## config.mk

```make
export PLATFORM = sky130hd
export DESIGN_NAME = reg_dump_ctrl_flat
export DESIGN_NICKNAME = d
export VERILOG_FILES = /design/src/rtl/reg_dump_ctrl_if.sv /design/src/rtl/reg_dump_ctrl.sv /design/src/flat_wrapper.sv
export SDC_FILE = /design/constraint.sdc
export NUM_CORES = 1
export LEC_CHECK = 0
export ABC_AREA = 0
export CAP_MARGIN = 10
export CORE_ASPECT_RATIO = 0.75
export CORE_UTILIZATION = 40
export CTS_BUF_LIST = sky130_fd_sc_hd__clkbuf_8
export DETAILED_ROUTE_END_ITERATION = 8
export PLACE_DENSITY = 0.79
export SYNTH_ARGS = -nofsm -noshare
export SYNTH_HDL_FRONTEND = slang
export SYNTH_SLANG_ARGS = --single-unit
```

## constraint.sdc

```tcl
create_clock -name sys_clk -period 1.8 [get_ports sys_clk]
set_input_delay 0.54 -clock sys_clk [delete_from_list [all_inputs] [get_ports sys_clk]]
set_output_delay 0.54 -clock sys_clk [all_outputs]
set_load 0.01 [all_outputs]
```

## src/rtl/reg_dump_ctrl_if.sv

```systemverilog
`default_nettype none
// ============================================================================
// Module      : reg_dump_ctrl_if
// Description : Bundle between the register-dump sequencer, the CU/datapath
//               override inputs, the register-file T port and the dump
//               stream consumer.
//               master : the sequencer (drives overrides, t_addr, stream)
//               slave  : the environment (CU, register file, consumer)
// Ports       : dump_req, t_data, dout_ready         (slave -> master)
//               cu_halt, t_addr, t_sel, fs, y_sel,
//               d_en, hilo_ld, dout, dout_idx,
//               dout_valid, mem_out, busy            (master -> slave)
// Revision    : 1.0 - initial release
// ============================================================================
interface reg_dump_ctrl_if #(
    parameter int DATA_W = 32
);
    logic              dump_req;
    logic [DATA_W-1:0] t_data;
    logic              dout_ready;
    logic              cu_halt;
    logic [4:0]        t_addr;
    logic              t_sel;
    logic [4:0]        fs;
    logic [2:0]        y_sel;
    logic              d_en;
    logic              hilo_ld;
    logic [DATA_W-1:0] dout;
    logic [4:0]        dout_idx;
    logic              dout_valid;
    logic              mem_out;
    logic              busy;

    modport master (
        input  dump_req, t_data, dout_ready,
        output cu_halt, t_addr, t_sel, fs, y_sel, d_en, hilo_ld,
               dout, dout_idx, dout_valid, mem_out, busy
    );

    modport slave (
        output dump_req, t_data, dout_ready,
        input  cu_halt, t_addr, t_sel, fs, y_sel, d_en, hilo_ld,
               dout, dout_idx, dout_valid, mem_out, busy
    );
endinterface
`default_nettype wire

```

## src/rtl/reg_dump_ctrl.sv

```systemverilog
`default_nettype none
// ============================================================================
// Module      : reg_dump_ctrl
// Description : Register-dump sequencer. On dump_req it halts the CU, drives
//               the control-word overrides that route the register-file T
//               port onto the Y bus, walks t_addr 0..NUM_REGS-1, streams each
//               value over a valid/ready port and finally pulses mem_out.
// Ports       : sys_clk  - system clock (rising edge)
//               sys_rst  - asynchronous active-high reset
//               bus      - reg_dump_ctrl_if.master (see interface header)
// Revision    : 1.0 - initial release
// ============================================================================
module reg_dump_ctrl #(
    parameter int NUM_REGS = 16,
    parameter int DATA_W   = 32
) (
    input  wire               sys_clk,
    input  wire               sys_rst,
    reg_dump_ctrl_if.master   bus
);
    localparam logic [4:0] LAST_IDX = 5'(NUM_REGS - 1);

    // Override values that steer the T port through the ALU onto Y.
    localparam logic [4:0] FS_PASS_T = 5'h01;
    localparam logic [2:0] Y_SEL_ALU = 3'b010;

    typedef enum logic [1:0] {
        S_IDLE   = 2'd0,
        S_DRIVE  = 2'd1,
        S_HOLD   = 2'd2,
        S_FINISH = 2'd3
    } state_t;

    state_t            state_q;
    logic [4:0]        idx_q;
    logic              cu_halt_q;
    logic              t_sel_q;
    logic [4:0]        fs_q;
    logic [2:0]        y_sel_q;
    logic [DATA_W-1:0] dout_q;
    logic [4:0]        dout_idx_q;
    logic              dout_valid_q;
    logic              mem_out_q;
    logic              busy_q;

    always_ff @(posedge sys_clk or posedge sys_rst) begin
        if (sys_rst) begin
            state_q      <= S_IDLE;
            idx_q        <= 5'd0;
            cu_halt_q    <= 1'b0;
            t_sel_q      <= 1'b0;
            fs_q         <= 5'd0;
            y_sel_q      <= 3'd0;
            dout_q       <= '0;
            dout_idx_q   <= 5'd0;
            dout_valid_q <= 1'b0;
            mem_out_q    <= 1'b0;
            busy_q       <= 1'b0;
        end else begin
            case (state_q)
                S_IDLE: begin
                    if (bus.dump_req) begin
                        state_q   <= S_DRIVE;
                        idx_q     <= 5'd0;
                        cu_halt_q <= 1'b1;
                        t_sel_q   <= 1'b1;
                        fs_q      <= FS_PASS_T;
                        y_sel_q   <= Y_SEL_ALU;
                        busy_q    <= 1'b1;
                    end
                end
                S_DRIVE: begin
                    // Register file has had the whole DRIVE cycle to settle.
                    dout_q       <= bus.t_data;
                    dout_idx_q   <= idx_q;
                    dout_valid_q <= 1'b1;
                    state_q      <= S_HOLD;
                end
                S_HOLD: begin
                    if (bus.dout_ready) begin
                        dout_valid_q <= 1'b0;
                        if (idx_q == LAST_IDX) begin
                            state_q   <= S_FINISH;
                            mem_out_q <= 1'b1;
                        end else begin
                            idx_q   <= idx_q + 5'd1;
                            state_q <= S_DRIVE;
                        end
                    end
                end
                S_FINISH: begin
                    // Return every output to zero so IDLE is fully quiet.
                    state_q    <= S_IDLE;
                    idx_q      <= 5'd0;
                    mem_out_q  <= 1'b0;
                    cu_halt_q  <= 1'b0;
                    t_sel_q    <= 1'b0;
                    fs_q       <= 5'd0;
                    y_sel_q    <= 3'd0;
                    dout_q     <= '0;
                    dout_idx_q <= 5'd0;
                    busy_q     <= 1'b0;
                end
                default: state_q <= S_IDLE;
            endcase
        end
    end

    assign bus.cu_halt    = cu_halt_q;
    assign bus.t_addr     = idx_q;
    assign bus.t_sel      = t_sel_q;
    assign bus.fs         = fs_q;
    assign bus.y_sel      = y_sel_q;
    // The dump must never write the register file or HI/LO.
    assign bus.d_en       = 1'b0;
    assign bus.hilo_ld    = 1'b0;
    assign bus.dout       = dout_q;
    assign bus.dout_idx   = dout_idx_q;
    assign bus.dout_valid = dout_valid_q;
    assign bus.mem_out    = mem_out_q;
    assign bus.busy       = busy_q;
endmodule
`default_nettype wire
```

## src/flat_wrapper.sv

```systemverilog
// flat-port wrapper written by rule: the top's interface ports become plain ports
module reg_dump_ctrl_flat 
#(
    parameter int NUM_REGS = 16,
    parameter int DATA_W   = 32
)
  (sys_clk, sys_rst, bus_dump_req, bus_t_data, bus_dout_ready, bus_cu_halt, bus_t_addr, bus_t_sel, bus_fs, bus_y_sel, bus_d_en, bus_hilo_ld, bus_dout, bus_dout_idx, bus_dout_valid, bus_mem_out, bus_busy);
  reg_dump_ctrl_if #(.DATA_W(DATA_W)) bus_i ();
  input  wire sys_clk;
  input  wire sys_rst;
  input wire logic [$bits(bus_i.dump_req)-1:0] bus_dump_req;
  input wire logic [$bits(bus_i.t_data)-1:0] bus_t_data;
  input wire logic [$bits(bus_i.dout_ready)-1:0] bus_dout_ready;
  output wire logic [$bits(bus_i.cu_halt)-1:0] bus_cu_halt;
  output wire logic [$bits(bus_i.t_addr)-1:0] bus_t_addr;
  output wire logic [$bits(bus_i.t_sel)-1:0] bus_t_sel;
  output wire logic [$bits(bus_i.fs)-1:0] bus_fs;
  output wire logic [$bits(bus_i.y_sel)-1:0] bus_y_sel;
  output wire logic [$bits(bus_i.d_en)-1:0] bus_d_en;
  output wire logic [$bits(bus_i.hilo_ld)-1:0] bus_hilo_ld;
  output wire logic [$bits(bus_i.dout)-1:0] bus_dout;
  output wire logic [$bits(bus_i.dout_idx)-1:0] bus_dout_idx;
  output wire logic [$bits(bus_i.dout_valid)-1:0] bus_dout_valid;
  output wire logic [$bits(bus_i.mem_out)-1:0] bus_mem_out;
  output wire logic [$bits(bus_i.busy)-1:0] bus_busy;
  assign bus_i.dump_req = bus_dump_req;
  assign bus_i.t_data = bus_t_data;
  assign bus_i.dout_ready = bus_dout_ready;
  assign bus_cu_halt = bus_i.cu_halt;
  assign bus_t_addr = bus_i.t_addr;
  assign bus_t_sel = bus_i.t_sel;
  assign bus_fs = bus_i.fs;
  assign bus_y_sel = bus_i.y_sel;
  assign bus_d_en = bus_i.d_en;
  assign bus_hilo_ld = bus_i.hilo_ld;
  assign bus_dout = bus_i.dout;
  assign bus_dout_idx = bus_i.dout_idx;
  assign bus_dout_valid = bus_i.dout_valid;
  assign bus_mem_out = bus_i.mem_out;
  assign bus_busy = bus_i.busy;
  reg_dump_ctrl #(.NUM_REGS(NUM_REGS), .DATA_W(DATA_W)) u_core (.sys_clk(sys_clk), .sys_rst(sys_rst), .bus(bus_i));
endmodule
```

---- Yosys cells after proc, flatten, opt, wreduce, memory -nomap -nowiden ----
Index checks and enable logic that the tools add are counted.
W data, S select, Z words.
storage, ports and cells
  input port bits ......................... 36
  flip-flop bits (word level) ............. 55
operators by class
  equality and inequality tests ........... 8
  reduce and logical (&&, ||, !) cells .... 11
  add/subtract/negate cells ............... 1
  muxes and demuxes ....................... 21
operator list
  cell                   number
  $pmux W32 S2           1
  $mux W5                4
  $pmux W5 S2            2
  $pmux W5 S3            1
  $pmux W2 S4            1
  $reduce_bool A2 Y1     4
  $mux W2                3
  $ne A2 B2 Y1 const B   3
  $pmux W1 S2            3
  $pmux W3 S2            1
  $reduce_and A2 Y1      3
  $add A5 B1 Y5 const B  1
  $eq A5 B4 Y1 const B   1
  $eq A2 B2 Y1 const B   2
  $mux W1                4
  $reduce_and A4 Y1      1
  $mux W3                1
  $reduce_and A3 Y1      1
  $reduce_bool A3 Y1     1
  $eq A2 B1 Y1 const B   1
  $logic_not A2 Y1       1
  $ne A2 B1 Y1 const B   1

---- Depth between registers and ports, before layout ----
  depth in word-level cells ............... 4
  mapped depth ............................ 8

---- Worst setup path after synthesis ----
OpenSTA, ideal clock, no wires.
  kind .................................... flip-flop to flip-flop
  start point ............................. reg u_core.idx_q[0] (netlist: u_core.bus.t_addr[0])
  end point ............................... reg u_core.idx_q[3] (netlist: u_core.bus.t_addr[3])
  required time ........................... 1.722 ns
  setup time .............................. 0.078 ns
  setup slack ............................. -0.202 ns
  arrival ................................. 1.925 ns
  cell stages (with the launch flop) ...... 9
  path buffers ............................ 1
  path through ............................ dfrtp_1 > ha_1 > and3_1 > ha_1 > buf_6 > nand2b_4 > a21o_1 > or3_1 > a21oi_1
between the ends
  longest elaborated chain between the ends .. 4
ends and longest elaborated chain
  element                 RTL line             text
  from (decl)             reg_dump_ctrl.sv:35  logic [4:0] idx_q;
  from (signal assigned)  reg_dump_ctrl.sv:86  idx_q <= idx_q + 5'd1;
  $add A5 B1 Y5           reg_dump_ctrl.sv:86
  $mux W5                 reg_dump_ctrl.sv:82  if (idx_q == LAST_IDX) begin
  $mux W5                 reg_dump_ctrl.sv:80  if (bus.dout_ready) begin
  $pmux W5 S3             reg_dump_ctrl.sv:60  case (state_q)
Parallel ways exist; a longest one is shown, timed or not. The select of a mux whose other input is x is not followed.
A chain may end at the register's enable or synchronous reset.

---- Final worst setup path ----
  start point ............................. in bus_dump_req
  end point ............................... reg u_core.idx_q[3] (netlist: u_core.bus.t_addr[3])
between the ends
  longest elaborated chain between the ends .. 2
ends and longest elaborated chain
  element                      RTL line            text
  from (decl)                  flat_wrapper.sv:11  input wire logic [$bits(bus_i.dump_req)-1:0] bus_dump_req;
  $ne A2 B2 Y1 (no line)       --
  $reduce_and A4 Y1 (no line)  --
Every way passes these cells.

==> results.rst <==
.. list-table::
   :header-rows: 1

   * - Metric
     - Value
   * - Weighted congestion reported at the end of routability-driven placement
     - 0.804
   * - WL per Instance
     - 13.5 microns
   * - Number of hold violations in the final report
     - 0
   * - Multi-input gate area in the final layout
     - 943 sq um
   * - CTS tree
     - yes
   * - Worst min-delay path startpoint
     - u_core.bus.dout[9]$_DFFE_PP0P_
   * - Failing checks
     - setup timing
   * - Number of synthesized flops with an enable pin
     - 0
   * - Startpoint class of the critical path
     - primary input
   * - Count of input and output buffers
     - 84
   * - Overflow left after global routing
     - 0
   * - Cell-by-cell listing of the critical path
     - clkdlybuf4s50_1, and2b_2, nand4b_1, or3_4, a21oi_2
   * - Simple-Gate Fraction of Synth Area
     - 11.0%
   * - CTS H-Tree Depth
     - 2
   * - CTS Buf Count
     - 5
   * - Largest fanout on the critical path
     - 4
   * - Clock transition at the register clock pins on the worst setup and hold paths after CTS
     - 80 ps
   * - Setup clock skew after layout
     - 2.44 ps
   * - Slowest stage delay, CP
     - 480 ps
   * - Clock latency at the later pin of the worst-skew pair
     - 300 ps
   * - Post-Synthesis Mean Instance Area
     - 11.4 sq um
   * - RSZ-0062 raised after global routing
     - true
   * - Count of inserted antenna diode cells
     - 0
   * - Avg Vias per Cell
     - 4.69
   * - Post-synthesis xor/xnor area fraction
     - 0.396%
   * - Worst endpoint data arrival time
     - 2060 ps
   * - Floorplan die height
     - 66.4 microns
   * - Most instantiated cells after synthesis
     - sky130_fd_sc_hd__dfrtp_1, sky130_fd_sc_hd__nor2_1, sky130_fd_sc_hd__mux2i_1, sky130_fd_sc_hd__buf_4, sky130_fd_sc_hd__ha_1
   * - Number of DRC violations after detailed routing
     - 0
   * - Number of primary I/O pins
     - 93
   * - Destination of the critical timing path
     - u_core.bus.t_addr[3]$_DFFE_PP0P_
   * - First-iteration detailed-routing DRC count
     - 67
   * - Initial antenna violation count
     - 0
   * - RR Startpoint
     - u_core.bus.t_addr[0]$_DFFE_PP0P_
   * - Number of maximum-capacitance violations
     - 0
   * - Fraction of the cycle the final worst path needs
     - 102%
   * - Area growth syn-to-layout
     - 51.9%
   * - Most used flip-flop cell after synthesis
     - sky130_fd_sc_hd__dfrtp_1
   * - Min-Delay Path Class
     - flip-flop to flip-flop
   * - Element type at the critical path end
     - flip-flop
   * - Total power after layout
     - 5.14 mW
   * - Synthesized area
     - 2210 sq um
   * - Maximum operating frequency
     - 546 MHz
   * - Placed instance area
     - 3200 sq um
   * - Synth area leaders
     - sky130_fd_sc_hd__dfrtp_1, sky130_fd_sc_hd__mux2i_1, sky130_fd_sc_hd__nor2_1, sky130_fd_sc_hd__buf_4, sky130_fd_sc_hd__ha_1
   * - Total count of max-transition violations in the final report
     - 0
   * - Utilization of the core after routing
     - 63.1%
   * - Number of cells on the worst reg-to-reg path
     - 7
   * - Initial standard-cell utilization of the core
     - 41.6%
   * - Status
     - finished with violations
   * - Clock tree sinks
     - 47
   * - Setup crit start
     - bus_dump_req
   * - Pin count of the biggest net entering global routing
     - 39
   * - Data required time of the worst path
     - 2030 ps
   * - Design Area, Final
     - 3360 sq um
   * - Cell taking the most area after synthesis
     - sky130_fd_sc_hd__dfrtp_1
   * - Total power per unit cell area
     - 1530 nW/um^2
   * - Std-Cell Core Area
     - 5320 sq um
   * - Maximum root-to-sink buffer count
     - 2
   * - IR Drop Worst-Case VDD
     - 0.726 mV
   * - Warning count from the yosys run
     - 0
   * - Startpoint-to-endpoint class of the critical path
     - primary input to flip-flop
   * - Sequential Area
     - 1180 sq um
   * - Number of synthesized register bits
     - 47
   * - Area fraction of the dominant cell type after synthesis
     - 53.1%
   * - Final period demand of the worst path
     - 1830 ps
   * - Layout cells sized above 1
     - 15.3%
   * - Final net count
     - 336
   * - Vias in the first global route
     - 1703
   * - DP Wirelength
     - 3.55 mm
   * - Share of synthesized cell area in full adder, half adder and majority cells
     - 3.96%
   * - Total global-route track usage
     - 17.9%
   * - Horiz. Die Dim
     - 87.9 microns
   * - Post-synthesis mux area share
     - 16.7%
   * - Vias
     - 1729
   * - Number of cells produced by synthesis
     - 195
   * - Terminus of the critical flop-to-flop path
     - u_core.bus.t_addr[3]$_DFFE_PP0P_
   * - Worst path slowest cell
     - sky130_fd_sc_hd__clkdlybuf4s50_1
   * - Minimum setup slack in the final design
     - -33.1 ps
   * - Fill cell total of the finished layout
     - 455
   * - Root Buffer
     - sky130_fd_sc_hd__clkbuf_8
   * - Setup violations, final
     - 1
   * - Detailed-router iteration count before antenna repair
     - 4
   * - First-pass GRT wire length
     - 7.90 mm
   * - Post-synthesis async set-or-reset flop share
     - 100%
   * - Seq/Total Area, Yosys
     - 53.1%
   * - Post-detailed-routing wire length
     - 4.99 mm
   * - Die footprint
     - 5840 sq um
   * - Main combinational cell family by area after synthesis
     - multiplexers
   * - Library cell with the highest instance count after synthesis
     - sky130_fd_sc_hd__dfrtp_1
   * - Number of distinct library cells after synthesis
     - 34
   * - DRT antenna net count
     - 0
   * - Leakage
     - 1.57 nW
   * - Slack of the worst reg-to-reg path
     - -10 ps
   * - Post-synthesis compound-gate area fraction
     - 7.29%
   * - Number of buffers inserted for hold repair after clock tree synthesis
     - 0
   * - Number of cell rows
     - 23
==> critical path, delay by kind of cell <==
| kind | cells | cell delay [ps] |
|---|---|---|
| AND/OR/NAND/NOR | 3 | 910 |
| AO/OA/AOI/OAI | 1 | 140 |
| buffers and inverters | 1 | 480 |
==> through the flow <==
stage               setup WS (ps)  TNS, ps  hold slack [ps]  instances
floorplan                   -52.6    -81.5              500        202
global placement             -186     -699              502        355
detailed placement           -235    -1090              511        355
CTS                         -70.2     -117              531        367
global route                 -126     -126              545        369
finish                      -33.1    -33.1              521        369
==> layer usage <==
| metal | up-vias | routed length (microns) | GRT usage [%] |
|---|---|---|---|
| met5 | - | 0 | 0 |
| met2 | 69 | 2300 | 28.6 |
| li1 | 827 | - | - |
| met1 | 826 | 2200 | 23.0 |
| met3 | 7 | 408 | 5.12 |
| met4 | 0 | 75 | 6.76 |
==> worst min path at each step <==
stage	cells past startpoint	to	slack [ps]
after floorplan	1	u_core.state_q[1]$_DFFE_PP0P_	500
after global placement	2	u_core.bus.dout_idx[4]$_DFFE_PP0P_	500
after detailed placement	2	u_core.bus.dout[9]$_DFFE_PP0P_	510
after CTS	2	u_core.bus.dout[9]$_DFFE_PP0P_	530
after global routing	2	u_core.bus.dout[9]$_DFFE_PP0P_	550
final	2	u_core.bus.dout[9]$_DFFE_PP0P_	520
==> state kept, by name, summed over array words and instances (netlist names) <==
signal                 count
u_core.bus.dout           32
u_core.bus.dout_idx        5
u_core.bus.t_addr          5
u_core.state_q             2
u_core.bus.dout_valid      1
u_core.bus.mem_out         1
u_core.bus.y_sel           1
==> layout make-up <==
cell class | count | share of cell area [%]
clock inverters | 1 | 0.112
well taps | 75 | 2.79
flip-flops and latches | 47 | 35.0
multi-input cells | 127 | 28.1
clock buffers | 7 | 2.87
repair buffers | 106 | 30.5
inverters | 6 | 0.670
==> power breakdown <==
| group | leakage [nW] | switching (mW) | internal, mW | total [mW] |
|---|---|---|---|---|
| registers | 0.607 | 0.230 | 1.45 | 1.68 |
| logic | 0.906 | 1.29 | 1.49 | 2.78 |
| clock network | 0.0557 | 0.337 | 0.345 | 0.682 |
==> placed cells by master (no fill, tap or decap), drive strengths merged, types with 2 or more instances in the layout <==
cell | netlist | layout
a21oi | 4 | 4
a22o | 5 | 5
a31oi | 2 | 2
and2b | 2 | 2
buf | 19 | 22
clkbuf | 3 | 7
clkdlybuf4s50 | 0 | 73
conb | 1 | 8
dfrtp | 47 | 47
dlygate4sd2 | 0 | 9
dlymetal6s2s | 0 | 2
ha | 7 | 7
inv | 6 | 7
mux2i | 37 | 37
nand2 | 4 | 4
nand2b | 2 | 2
nor2 | 41 | 41
o21ai | 3 | 3
==> cell families after synthesis <==
kind of cell	after synthesis
DFF	47
and+or+nand+nor	55
other	1
buffers and inverters	28
AOI/OAI and AO/OA	19
adders and majority gates	7
muxes	37
xor gates and xnor gates	1
==> repair_timing <==
action                                  CTS  global route
buffers inserted                          4             4
pin swaps                                 0             3
gates resized for setup                   9             6
endpoints found under the setup margin   11             5
(Power assumes the default switching activity.)
==> variant, RTL diff (same settings) <==
`DATA_W` is set to 32 in 3 places; all go to 64.
--- a/src/rtl/reg_dump_ctrl_if.sv
+++ b/src/rtl/reg_dump_ctrl_if.sv
@@ -13,7 +13,7 @@
 // Revision    : 1.0 - initial release
 // ============================================================================
 interface reg_dump_ctrl_if #(
-    parameter int DATA_W = 32
+    parameter int DATA_W = 64
 );
     logic              dump_req;
     logic [DATA_W-1:0] t_data;
--- a/src/rtl/reg_dump_ctrl.sv
+++ b/src/rtl/reg_dump_ctrl.sv
@@ -12,7 +12,7 @@
 // ============================================================================
 module reg_dump_ctrl #(
     parameter int NUM_REGS = 16,
-    parameter int DATA_W   = 32
+    parameter int DATA_W   = 64
 ) (
     input  wire               sys_clk,
     input  wire               sys_rst,
--- a/src/flat_wrapper.sv
+++ b/src/flat_wrapper.sv
@@ -2,7 +2,7 @@
 module reg_dump_ctrl_flat 
 #(
     parameter int NUM_REGS = 16,
-    parameter int DATA_W   = 32
+    parameter int DATA_W   = 64
 )
   (sys_clk, sys_rst, bus_dump_req, bus_t_data, bus_dout_ready, bus_cu_halt, bus_t_addr, bus_t_sel, bus_fs, bus_y_sel, bus_d_en, bus_hilo_ld, bus_dout, bus_dout_idx, bus_dout_valid, bus_mem_out, bus_busy);
   reg_dump_ctrl_if #(.DATA_W(DATA_W)) bus_i ();
Ports: changed (resized bus_dout and bus_t_data); port bits go from 93 to 157. The function was not compared with the original's and may differ.
==> variant against the original RTL <==
Setup slack improved by 0.056 ns. Maximum frequency rose by 3.2%. Critical path type is now flip-flop to flip-flop. Core utilization rose by 1.4 points. Critical endpoint unchanged. Largest power group unchanged. Power rose by 64%. Cell area rose by 62%. Synthesized area rose by 58%. Routed wire length rose by 73%. Sequential cell count rose by 32. Register-to-register slack improved by 0.03 ns.
==> variant: results (changes against the original RTL) <==
Clk_skew: 0.007730 ns (+0.005294 ns)
CP Launch Point: u_core.bus.t_addr[0]
Area contributors post-synth: dfrtp_1, mux2i_1, nor2_1, buf_4, ha_1
DR iter-0 viols: 116 (+73%)
Internal reg-to-reg setup slack: 0.02 ns (+0.03 ns)
Fillers: 683 (+50%)
Final setup vio count: 0 (-1)
P_comb: 4.26 mW (+53%)
Register area share after synthesis: 56.67% (+3.5 points)
Metal3 WL: 768 um (+88%)
H-tree levels: 3 (+1)
Num CTS Buffers: 9 (+4)
Sequential power: 2.83 mW (+68%)
Placed cells: 550 (+55%)
Crit-path max FO: 3 (-1)
Peak per-stage delay on the critical path: 0.41 ns (-0.07 ns)
Lkg Pwr: 3.058 nW (+95%)
VDD IR max: 0.7247 mV (-0.24%)
Slowest cell on the critical path: dfrtp_2
All-Layer GR Usage: 18.94% (+1.1 points)
IO Port Bufs: 148 (+76%)
Largest net degree at the start of global routing: 48 (+23%)
Vias: 2715 (+57%)
First-pass GRT wire length: 13340 um (+69%)
Status: finished clean
Final net count: 531 (+58%)
Setup WS pre-CTS: -0.2098 ns (+0.02493 ns)
WHS: 0.5186 ns (-0.002420 ns)
Via density: 4.772 (+1.8%)
Max FFs per register: 64 (+100%)
Final min period: 1.777 ns (-0.05646 ns)
Layout cell share with drive strength beyond 1: 11.50% (-3.8 points)
RD Place Congestion: 0.7504 (-6.7%)
WHS Endpoint: u_core.bus.dout[32]
M3 GR Usage: 5.965% (+0.85 points)
DR WL met2: 4024 um (+75%)
DP HPWL: 6120 um (+72%)
==> variant: final cells by class <==
class	count	area [um^2]	share of cell area, %
Inverter	6	26.28	0.4812
Tap cell	108	135.1	2.475
Sequential cell	79	1979	36.25
Timing Repair Buffer	169	1740	31.87
Clock inverter	6	61.31	1.123
Multi-Input combinational cell	191	1380	25.27
Clock buffer	10	137.6	2.521
==> variant: what timing repair did <==
action,in CTS,in global routing
pin swaps,0,0
endpoints found under the setup margin,43,40
endpoints found under the hold margin,0,0
hold buffers,0,0
gates resized for setup,44,39
buffers inserted,3,0
==> variant: kinds of logic after synthesis <==
group | count (synthesis) | synth area share [%]
other | 1 | 0.1075
multiplexers | 69 | 19.80
buffers and inverters | 36 | 5.631
flip-flops | 79 | 56.67
AND/OR/NAND/NOR | 87 | 10.40
adder cells (fa/ha/maj) | 7 | 2.511
AO/OA/AOI/OAI | 19 | 4.627
XOR/XNOR | 1 | 0.2511
